===== src/rtl/mig_rw_arbiter_pkg.sv =====
// rtl/mig_rw_arbiter_pkg.sv - shared types and constants for the MIG read/write arbiter
package mig_rw_arbiter_pkg;

    localparam int DEF_ADDR_W    = 28;
    localparam int DEF_DATA_W    = 128;
    localparam int DEF_LEN_W     = 8;
    localparam int DEF_ADDR_STEP = 8;

    localparam logic [2:0] MIG_CMD_WR = 3'b000;
    localparam logic [2:0] MIG_CMD_RD = 3'b001;

    typedef enum logic [1:0] {
        S_IDLE = 2'd0,
        S_WR   = 2'd1,
        S_RD   = 2'd2,
        S_DONE = 2'd3
    } arb_state_t;

    typedef enum logic {
        G_WR = 1'b0,
        G_RD = 1'b1
    } grant_t;

endpackage


===== src/rtl/mig_rw_arbiter_if.sv =====
// rtl/mig_rw_arbiter_if.sv - user request streams plus MIG native UI signals
interface mig_rw_arbiter_if #(
    parameter int ADDR_W = 28,
    parameter int DATA_W = 128,
    parameter int LEN_W  = 8
);
    logic                  init_calib_complete;

    logic                  wr_req;
    logic [ADDR_W-1:0]     wr_addr;
    logic [LEN_W-1:0]      wr_len;
    logic [DATA_W-1:0]     wr_data;
    logic                  wr_data_rd;
    logic                  wr_done;

    logic                  rd_req;
    logic [ADDR_W-1:0]     rd_addr;
    logic [LEN_W-1:0]      rd_len;
    logic [DATA_W-1:0]     rd_data;
    logic                  rd_data_vld;
    logic                  rd_done;

    logic [ADDR_W-1:0]     app_addr;
    logic [2:0]            app_cmd;
    logic                  app_en;
    logic                  app_rdy;
    logic [DATA_W-1:0]     app_wdf_data;
    logic                  app_wdf_wren;
    logic                  app_wdf_end;
    logic [DATA_W/8-1:0]   app_wdf_mask;
    logic                  app_wdf_rdy;
    logic [DATA_W-1:0]     app_rd_data;
    logic                  app_rd_data_valid;

    modport slave (
        input  init_calib_complete,
        input  wr_req, wr_addr, wr_len, wr_data,
        output wr_data_rd, wr_done,
        input  rd_req, rd_addr, rd_len,
        output rd_data, rd_data_vld, rd_done,
        output app_addr, app_cmd, app_en,
        input  app_rdy,
        output app_wdf_data, app_wdf_wren, app_wdf_end, app_wdf_mask,
        input  app_wdf_rdy,
        input  app_rd_data, app_rd_data_valid
    );

    modport master (
        output init_calib_complete,
        output wr_req, wr_addr, wr_len, wr_data,
        input  wr_data_rd, wr_done,
        output rd_req, rd_addr, rd_len,
        input  rd_data, rd_data_vld, rd_done,
        input  app_addr, app_cmd, app_en,
        output app_rdy,
        input  app_wdf_data, app_wdf_wren, app_wdf_end, app_wdf_mask,
        output app_wdf_rdy,
        output app_rd_data, app_rd_data_valid
    );

endinterface


===== src/rtl/mig_rw_arbiter_burst_ctr.sv =====
// rtl/mig_rw_arbiter_burst_ctr.sv - beat counter: load length, step on handshake, flag count == length
module mig_rw_arbiter_burst_ctr #(
    parameter int LEN_W = 8
) (
    input  logic             clk,
    input  logic             rst_n,
    input  logic             load_i,
    input  logic [LEN_W-1:0] len_i,
    input  logic             step_i,
    output logic             done_o
);

    // One extra bit so a full-length burst never wraps the counter.
    logic [LEN_W:0]   cnt_q, cnt_d;
    logic [LEN_W-1:0] len_q, len_d;

    assign done_o = (cnt_q == {1'b0, len_q});

    always_comb begin
        cnt_d = cnt_q;
        len_d = len_q;
        if (load_i) begin
            cnt_d = '0;
            len_d = len_i;
        end else if (step_i && !done_o) begin
            cnt_d = cnt_q + (LEN_W+1)'(1);
        end
    end

    always_ff @(posedge clk or negedge rst_n) begin
        if (!rst_n) begin
            cnt_q <= '0;
            len_q <= '0;
        end else begin
            cnt_q <= cnt_d;
            len_q <= len_d;
        end
    end

endmodule


===== src/rtl/mig_rw_arbiter.sv =====
// rtl/mig_rw_arbiter.sv - round-robin write/read burst scheduler in front of the MIG native UI
module mig_rw_arbiter
    import mig_rw_arbiter_pkg::*;
#(
    parameter int ADDR_W    = DEF_ADDR_W,
    parameter int DATA_W    = DEF_DATA_W,
    parameter int LEN_W     = DEF_LEN_W,
    parameter int ADDR_STEP = DEF_ADDR_STEP
) (
    input  logic              sysclk,
    input  logic              rst_n,
    mig_rw_arbiter_if.slave   bus
);

    arb_state_t        state_q, state_d;
    grant_t            last_q, last_d;
    logic [ADDR_W-1:0] addr_q, addr_d;

    logic              load;
    logic [LEN_W-1:0]  len_sel;
    logic [ADDR_W-1:0] addr_sel;
    logic              pick_wr;
    logic              in_wr, in_rd;
    logic              cmd_done, data_done;
    logic              cmd_step, data_step;
    logic              app_en_w, wdf_wren_w;

    assign pick_wr = bus.wr_req && (!bus.rd_req || (last_q == G_RD));

    always_comb begin
        state_d  = state_q;
        last_d   = last_q;
        load     = 1'b0;
        addr_sel = bus.wr_addr;
        len_sel  = bus.wr_len;
        case (state_q)
            S_IDLE: begin
                if (bus.init_calib_complete && (bus.wr_req || bus.rd_req)) begin
                    load = 1'b1;
                    if (pick_wr) begin
                        last_d   = G_WR;
                        addr_sel = bus.wr_addr;
                        len_sel  = bus.wr_len;
                        state_d  = (bus.wr_len == '0) ? S_DONE : S_WR;
                    end else begin
                        last_d   = G_RD;
                        addr_sel = bus.rd_addr;
                        len_sel  = bus.rd_len;
                        state_d  = (bus.rd_len == '0) ? S_DONE : S_RD;
                    end
                end
            end
            S_WR, S_RD: begin
                if (cmd_done && data_done) state_d = S_DONE;
            end
            S_DONE:  state_d = S_IDLE;
            default: state_d = S_IDLE;
        endcase
    end

    assign in_wr      = (state_q == S_WR);
    assign in_rd      = (state_q == S_RD);
    assign app_en_w   = (in_wr || in_rd) && !cmd_done;
    assign wdf_wren_w = in_wr && !data_done;
    assign cmd_step   = app_en_w && bus.app_rdy;
    assign data_step  = (wdf_wren_w && bus.app_wdf_rdy) ||
                        (in_rd && bus.app_rd_data_valid);

    // Address only moves on an accepted command, so it stays put while app_rdy is low.
    always_comb begin
        addr_d = addr_q;
        if (load)          addr_d = addr_sel;
        else if (cmd_step) addr_d = addr_q + ADDR_W'(ADDR_STEP);
    end

    always_ff @(posedge sysclk or negedge rst_n) begin
        if (!rst_n) begin
            state_q <= S_IDLE;
            last_q  <= G_RD;
            addr_q  <= '0;
        end else begin
            state_q <= state_d;
            last_q  <= last_d;
            addr_q  <= addr_d;
        end
    end

    mig_rw_arbiter_burst_ctr #(.LEN_W(LEN_W)) u_cmd_ctr (
        .clk    (sysclk),
        .rst_n  (rst_n),
        .load_i (load),
        .len_i  (len_sel),
        .step_i (cmd_step),
        .done_o (cmd_done)
    );

    mig_rw_arbiter_burst_ctr #(.LEN_W(LEN_W)) u_data_ctr (
        .clk    (sysclk),
        .rst_n  (rst_n),
        .load_i (load),
        .len_i  (len_sel),
        .step_i (data_step),
        .done_o (data_done)
    );

    assign bus.app_en       = app_en_w;
    assign bus.app_cmd      = in_rd ? MIG_CMD_RD : MIG_CMD_WR;
    assign bus.app_addr     = addr_q;
    assign bus.app_wdf_wren = wdf_wren_w;
    assign bus.app_wdf_end  = wdf_wren_w;
    assign bus.app_wdf_data = wdf_wren_w ? bus.wr_data : '0;
    assign bus.app_wdf_mask = '0;
    assign bus.wr_data_rd   = wdf_wren_w && bus.app_wdf_rdy;
    assign bus.rd_data      = in_rd ? bus.app_rd_data : '0;
    assign bus.rd_data_vld  = in_rd && bus.app_rd_data_valid;
    assign bus.wr_done      = (state_q == S_DONE) && (last_q == G_WR);
    assign bus.rd_done      = (state_q == S_DONE) && (last_q == G_RD);

endmodule


===== src/flat_wrapper.sv =====
// flat-port wrapper written by rule: the top's interface ports become plain ports
module mig_rw_arbiter_flat import mig_rw_arbiter_pkg::*;
#(
    parameter int ADDR_W    = DEF_ADDR_W,
    parameter int DATA_W    = DEF_DATA_W,
    parameter int LEN_W     = DEF_LEN_W,
    parameter int ADDR_STEP = DEF_ADDR_STEP
)
  (sysclk, rst_n, bus_init_calib_complete, bus_wr_req, bus_wr_addr, bus_wr_len, bus_wr_data, bus_wr_data_rd, bus_wr_done, bus_rd_req, bus_rd_addr, bus_rd_len, bus_rd_data, bus_rd_data_vld, bus_rd_done, bus_app_addr, bus_app_cmd, bus_app_en, bus_app_rdy, bus_app_wdf_data, bus_app_wdf_wren, bus_app_wdf_end, bus_app_wdf_mask, bus_app_wdf_rdy, bus_app_rd_data, bus_app_rd_data_valid);
  mig_rw_arbiter_if #(.ADDR_W(ADDR_W), .DATA_W(DATA_W), .LEN_W(LEN_W)) bus_i ();
  input  logic sysclk;
  input  logic rst_n;
  input wire logic [$bits(bus_i.init_calib_complete)-1:0] bus_init_calib_complete;
  input wire logic [$bits(bus_i.wr_req)-1:0] bus_wr_req;
  input wire logic [$bits(bus_i.wr_addr)-1:0] bus_wr_addr;
  input wire logic [$bits(bus_i.wr_len)-1:0] bus_wr_len;
  input wire logic [$bits(bus_i.wr_data)-1:0] bus_wr_data;
  output wire logic [$bits(bus_i.wr_data_rd)-1:0] bus_wr_data_rd;
  output wire logic [$bits(bus_i.wr_done)-1:0] bus_wr_done;
  input wire logic [$bits(bus_i.rd_req)-1:0] bus_rd_req;
  input wire logic [$bits(bus_i.rd_addr)-1:0] bus_rd_addr;
  input wire logic [$bits(bus_i.rd_len)-1:0] bus_rd_len;
  output wire logic [$bits(bus_i.rd_data)-1:0] bus_rd_data;
  output wire logic [$bits(bus_i.rd_data_vld)-1:0] bus_rd_data_vld;
  output wire logic [$bits(bus_i.rd_done)-1:0] bus_rd_done;
  output wire logic [$bits(bus_i.app_addr)-1:0] bus_app_addr;
  output wire logic [$bits(bus_i.app_cmd)-1:0] bus_app_cmd;
  output wire logic [$bits(bus_i.app_en)-1:0] bus_app_en;
  input wire logic [$bits(bus_i.app_rdy)-1:0] bus_app_rdy;
  output wire logic [$bits(bus_i.app_wdf_data)-1:0] bus_app_wdf_data;
  output wire logic [$bits(bus_i.app_wdf_wren)-1:0] bus_app_wdf_wren;
  output wire logic [$bits(bus_i.app_wdf_end)-1:0] bus_app_wdf_end;
  output wire logic [$bits(bus_i.app_wdf_mask)-1:0] bus_app_wdf_mask;
  input wire logic [$bits(bus_i.app_wdf_rdy)-1:0] bus_app_wdf_rdy;
  input wire logic [$bits(bus_i.app_rd_data)-1:0] bus_app_rd_data;
  input wire logic [$bits(bus_i.app_rd_data_valid)-1:0] bus_app_rd_data_valid;
  assign bus_i.init_calib_complete = bus_init_calib_complete;
  assign bus_i.wr_req = bus_wr_req;
  assign bus_i.wr_addr = bus_wr_addr;
  assign bus_i.wr_len = bus_wr_len;
  assign bus_i.wr_data = bus_wr_data;
  assign bus_wr_data_rd = bus_i.wr_data_rd;
  assign bus_wr_done = bus_i.wr_done;
  assign bus_i.rd_req = bus_rd_req;
  assign bus_i.rd_addr = bus_rd_addr;
  assign bus_i.rd_len = bus_rd_len;
  assign bus_rd_data = bus_i.rd_data;
  assign bus_rd_data_vld = bus_i.rd_data_vld;
  assign bus_rd_done = bus_i.rd_done;
  assign bus_app_addr = bus_i.app_addr;
  assign bus_app_cmd = bus_i.app_cmd;
  assign bus_app_en = bus_i.app_en;
  assign bus_i.app_rdy = bus_app_rdy;
  assign bus_app_wdf_data = bus_i.app_wdf_data;
  assign bus_app_wdf_wren = bus_i.app_wdf_wren;
  assign bus_app_wdf_end = bus_i.app_wdf_end;
  assign bus_app_wdf_mask = bus_i.app_wdf_mask;
  assign bus_i.app_wdf_rdy = bus_app_wdf_rdy;
  assign bus_i.app_rd_data = bus_app_rd_data;
  assign bus_i.app_rd_data_valid = bus_app_rd_data_valid;
  mig_rw_arbiter #(.ADDR_W(ADDR_W), .DATA_W(DATA_W), .LEN_W(LEN_W), .ADDR_STEP(ADDR_STEP)) u_core (.sysclk(sysclk), .rst_n(rst_n), .bus(bus_i));
endmodule

===== config.mk =====
export PLATFORM = sky130hd
export DESIGN_NAME = mig_rw_arbiter_flat
export DESIGN_NICKNAME = d
export VERILOG_FILES = /design/src/rtl/mig_rw_arbiter_pkg.sv /design/src/rtl/mig_rw_arbiter_if.sv /design/src/rtl/mig_rw_arbiter_burst_ctr.sv /design/src/rtl/mig_rw_arbiter.sv /design/src/flat_wrapper.sv
export SDC_FILE = /design/constraint.sdc
export NUM_CORES = 1
export LEC_CHECK = 0
export CORE_AREA = 2 2 252 254
export CTS_CLUSTER_DIAMETER = 100
export CTS_CLUSTER_SIZE = 40
export DETAILED_ROUTE_END_ITERATION = 10
export DIE_AREA = 0 0 254 256
export PLACE_DENSITY_LB_ADDON = 0.25
export SLEW_MARGIN = 30
export SYNTH_ARGS = -nofsm -noshare
export SYNTH_HDL_FRONTEND = slang
export SYNTH_SLANG_ARGS = --single-unit

===== constraint.sdc =====
create_clock -name sysclk -period 2.84 [get_ports sysclk]
set_clock_uncertainty 0.1 [all_clocks]
set_input_delay 0.568 -clock sysclk [delete_from_list [all_inputs] [get_ports sysclk]]
set_output_delay 0.568 -clock sysclk [all_outputs]
set_load 0.005 [all_outputs]

==> out/summary.txt <==
status - complete, but fails checks
failing checks - setup timing
CTS buffer count - 9
Max-Cap Viols - 0
WS Path Type - flip-flop to output port
final slew viol count - 0
critical path arrival - 2.30 ns
worst-margin pin slew - 0.7121 ns
io pins - 646
Setup TNS - -7.102 ns
CTS tree - done
Post-DP HPWL - 54240 µm
RR Startpoint - u_core.state_q[0]
top cells by count, synth - and2_1, nand2_1, dfrtp_1
#FFs+latches synth - 57
number of port buffers - 627
most used cell, CP - buf_6
DR vias/cell - 3.674
drt first pass iters - 4
core footprint - 0.06239 mm²
Slew Limit Headroom - 52.53%
pre-CTS WS - -0.07234 ns
clock share of power - 10.4%
gr ovfl total - 0
type of the worst min-delay path - input port to asynchronous set/reset pin
synthesis-to-finish area growth - 155.8%
clock buffer depth - 2
Crit-path slowest cell - dfrtp_1
Top FF cell, synth - dfrtp_1
Synth async-reset ratio - 100.0%
peak fanout along the critical path - 7
clock root buffer - clkbuf_16
initial antenna violation count - 70
clock sinks - 57
r2r endpoint - u_core.bus.app_addr[23]
number of global-route vias before repair - 8185
Max VDD drop - 0.0003372 V
Power Dens Cells - 785.2 mW/mm²
Synth top area share - 29.28%
largest net degree at the start of global routing - 75
final layout net count - 1771
worst reg-to-reg path cell count - 7
DR vias - 8424
Residual DRC - 0
sequential element share of the synthesized area - 25.41%
share of power burned in registers - 13.6%
Total Routing Usage GR - 17.99%
Max Clock Freq - 0.3374 GHz
Final ANT Viol Nets - 0
number of synthesis warnings - 0
crit start category - flip-flop
Cells after Synth - 758
Post-Synthesis Cell Area - 0.005619 mm²
die width - 254 µm
Cell Rows - 92
Int Pwr - 6.798 mW
WL final - 63360 µm
Reg clk slew, reported paths - 0.05 ns
initial core utilization - 9.006%
Critical Path Max Stage Delay - 0.40 ns
cts hold-fix bufs - 0
fill count - 6990
die area - 0.06502 mm²
r2r setup slk - 0.34 ns
Psw - 4.486 mW
switching share of power - 39.76%
setup violators final - 93
layout cell share with drive strength beyond 1 - 23.45%
global-route wire length before repair - 77490 µm
top cells by area, synth - and2_1, dfrtp_1, nand2_1
Clk Latency, worst-skew pair - 0.34 ns
H-Tree Depth - 3
Critical Path RT - 2.17 ns
crit end category - output port
setup slack after layout - -0.1237 ns
final hold vios - 0
Syn Area/Cell - 7.413 µm²
fin crit period - 2.964 ns
Lkg Pwr - 6.383 nW
final period utilization - 104.4%
family with the most delay on the worst path - buffers and inverters
RSZ-0062 raised after global routing - true
cells along the critical path - xor2_1 > nor4_2 > buf_4 > a31oi_4 > buf_12 > buf_6 > clkbuf_16 > and2_4 > buf_6
GPL Wtd Cong - 0.8757
Yosys cell types - 49
Starting DRT DRC Count - 438
DIE HEIGHT - 256 µm
number of synthesized flops with an enable pin - 0
DR WL/cell - 27.63 µm
cell taking the most area after synthesis - and2_1
CP bufs+invs - 5
most frequent cell after synthesis - and2_1
Comb power frac - 76.0%
==> cell families after synthesis <==
family	after synthesis	synth area share, %
AND/OR/NAND/NOR	471	48.16
buffers and inverters	96	8.149
AO/OA/AOI/OAI	94	11.22
flip-flops	57	25.41
XOR/XNOR	22	3.563
multiplexers	10	1.870
adder cells (fa/ha/maj)	7	1.559
other	1	0.06674
==> power groups by stage <==
stage,clock network (mW),registers (mW),logic (mW)
CTS,1.20,1.53,7.59
finish,1.17,1.54,8.57
global route,1.24,1.59,9.15
detailed placement,0,1.54,7.30
global placement,0,1.53,7.27
floorplan,0,1.48,2.49
==> per-layer routing <==
metal	vias up	part of all wire [%]	wire length, µm	global-route usage [%]
met3	98	16	10190	12.58
met5	-	0.63	401	0
met2	451	46	28940	28.99
li1	3868	-	-	-
met4	64	1.9	1210	4.101
met1	3943	36	22620	19.06
==> how the worst max path moves through the flow <==
| stage | start | slack, ns | depth (start not counted) | end |
|---|---|---|---|---|
| floorplan | u_core.u_cmd_ctr.len_q[6] | 0.53 | 6 | bus_app_wdf_data[100] |
| global route | u_core.u_data_ctr.cnt_q[6] | -0.22 | 9 | bus_app_wdf_data[51] |
| finish | u_core.u_data_ctr.cnt_q[6] | -0.12 | 9 | bus_app_wdf_data[126] |
| global placement | u_core.u_cmd_ctr.len_q[1] | -0.11 | 8 | bus_app_wdf_data[56] |
| CTS | u_core.u_cmd_ctr.len_q[3] | -0.39 | 10 | bus_app_wdf_data[73] |
| detailed placement | u_core.u_cmd_ctr.len_q[1] | -0.07 | 8 | bus_app_wdf_data[56] |
==> metrics by stage <==
stage	util, %	cell area (µm²)	instances	hold WS (ns)	power (mW)
after floorplan	-	5683	775	0.1724	3.972
after global placement	21.18	13210	2216	0.4183	8.800
after detailed placement	21.19	13220	2216	0.4291	8.838
after CTS	21.91	13670	2243	0.1760	10.33
after global routing	23.01	14350	2286	0.2106	11.99
final	23.03	14370	2293	0.1543	11.28
==> state kept, by name, summed over array words and instances, names as in the netlist <==
name                     flops
u_core.u_cmd_ctr.cnt_q       9
u_core.u_data_ctr.cnt_q      9
u_core.bus.app_addr         28
u_core.state_q               2
u_core.u_cmd_ctr.len_q       8
u_core.last_q                1
==> timing repair <==
action | 4_1_cts | 5_1_grt
pin swaps | 6 | 43
gates resized for setup | 252 | 378
gates cloned | 6 | 13
hold endpoints to repair | 0 | 0
buffers inserted | 5 | 27
setup endpoints to repair | 210 | 247
==> placed cells by master (no fill, tap or decap), types with 14 or more instances in the layout <==
cell type,synthesis,final
and2_1,263,183
diode_2,0,14
dlymetal6s2s_1,0,27
buf_12,0,21
nor2_1,26,25
and3_1,27,27
dfrtp_1,56,56
nand2_1,85,85
clkbuf_16,0,20
inv_1,20,19
and2_4,0,80
nand4_1,16,16
clkdlybuf4s50_1,0,468
clkbuf_2,0,56
buf_6,2,73
a31oi_1,36,35
conb_1,1,18
buf_4,20,40
==> layout make-up <==
type	count	area, µm²	share of cell area [%]
sequential	57	1428	9.934
clock buffer	11	232.7	1.619
clock inverter	5	81.33	0.5659
timing repair buffer	718	7396	51.46
inverter	20	75.07	0.5224
tap	846	1059	7.366
antenna	14	35.03	0.2438
multi-input combinational	622	4065	28.29
==> worst register-to-register path, stage by stage, from the launching register on <==
cell and delay, ns:
dfrtp_1 0.41, inv_2 0.07, ha_1 0.42, and4_1 0.26, and4_1 0.31, o31ai_4 0.21, or4_1 0.45, a31oi_1 0.19
Note: power is estimated with default switching activity, not from simulation.
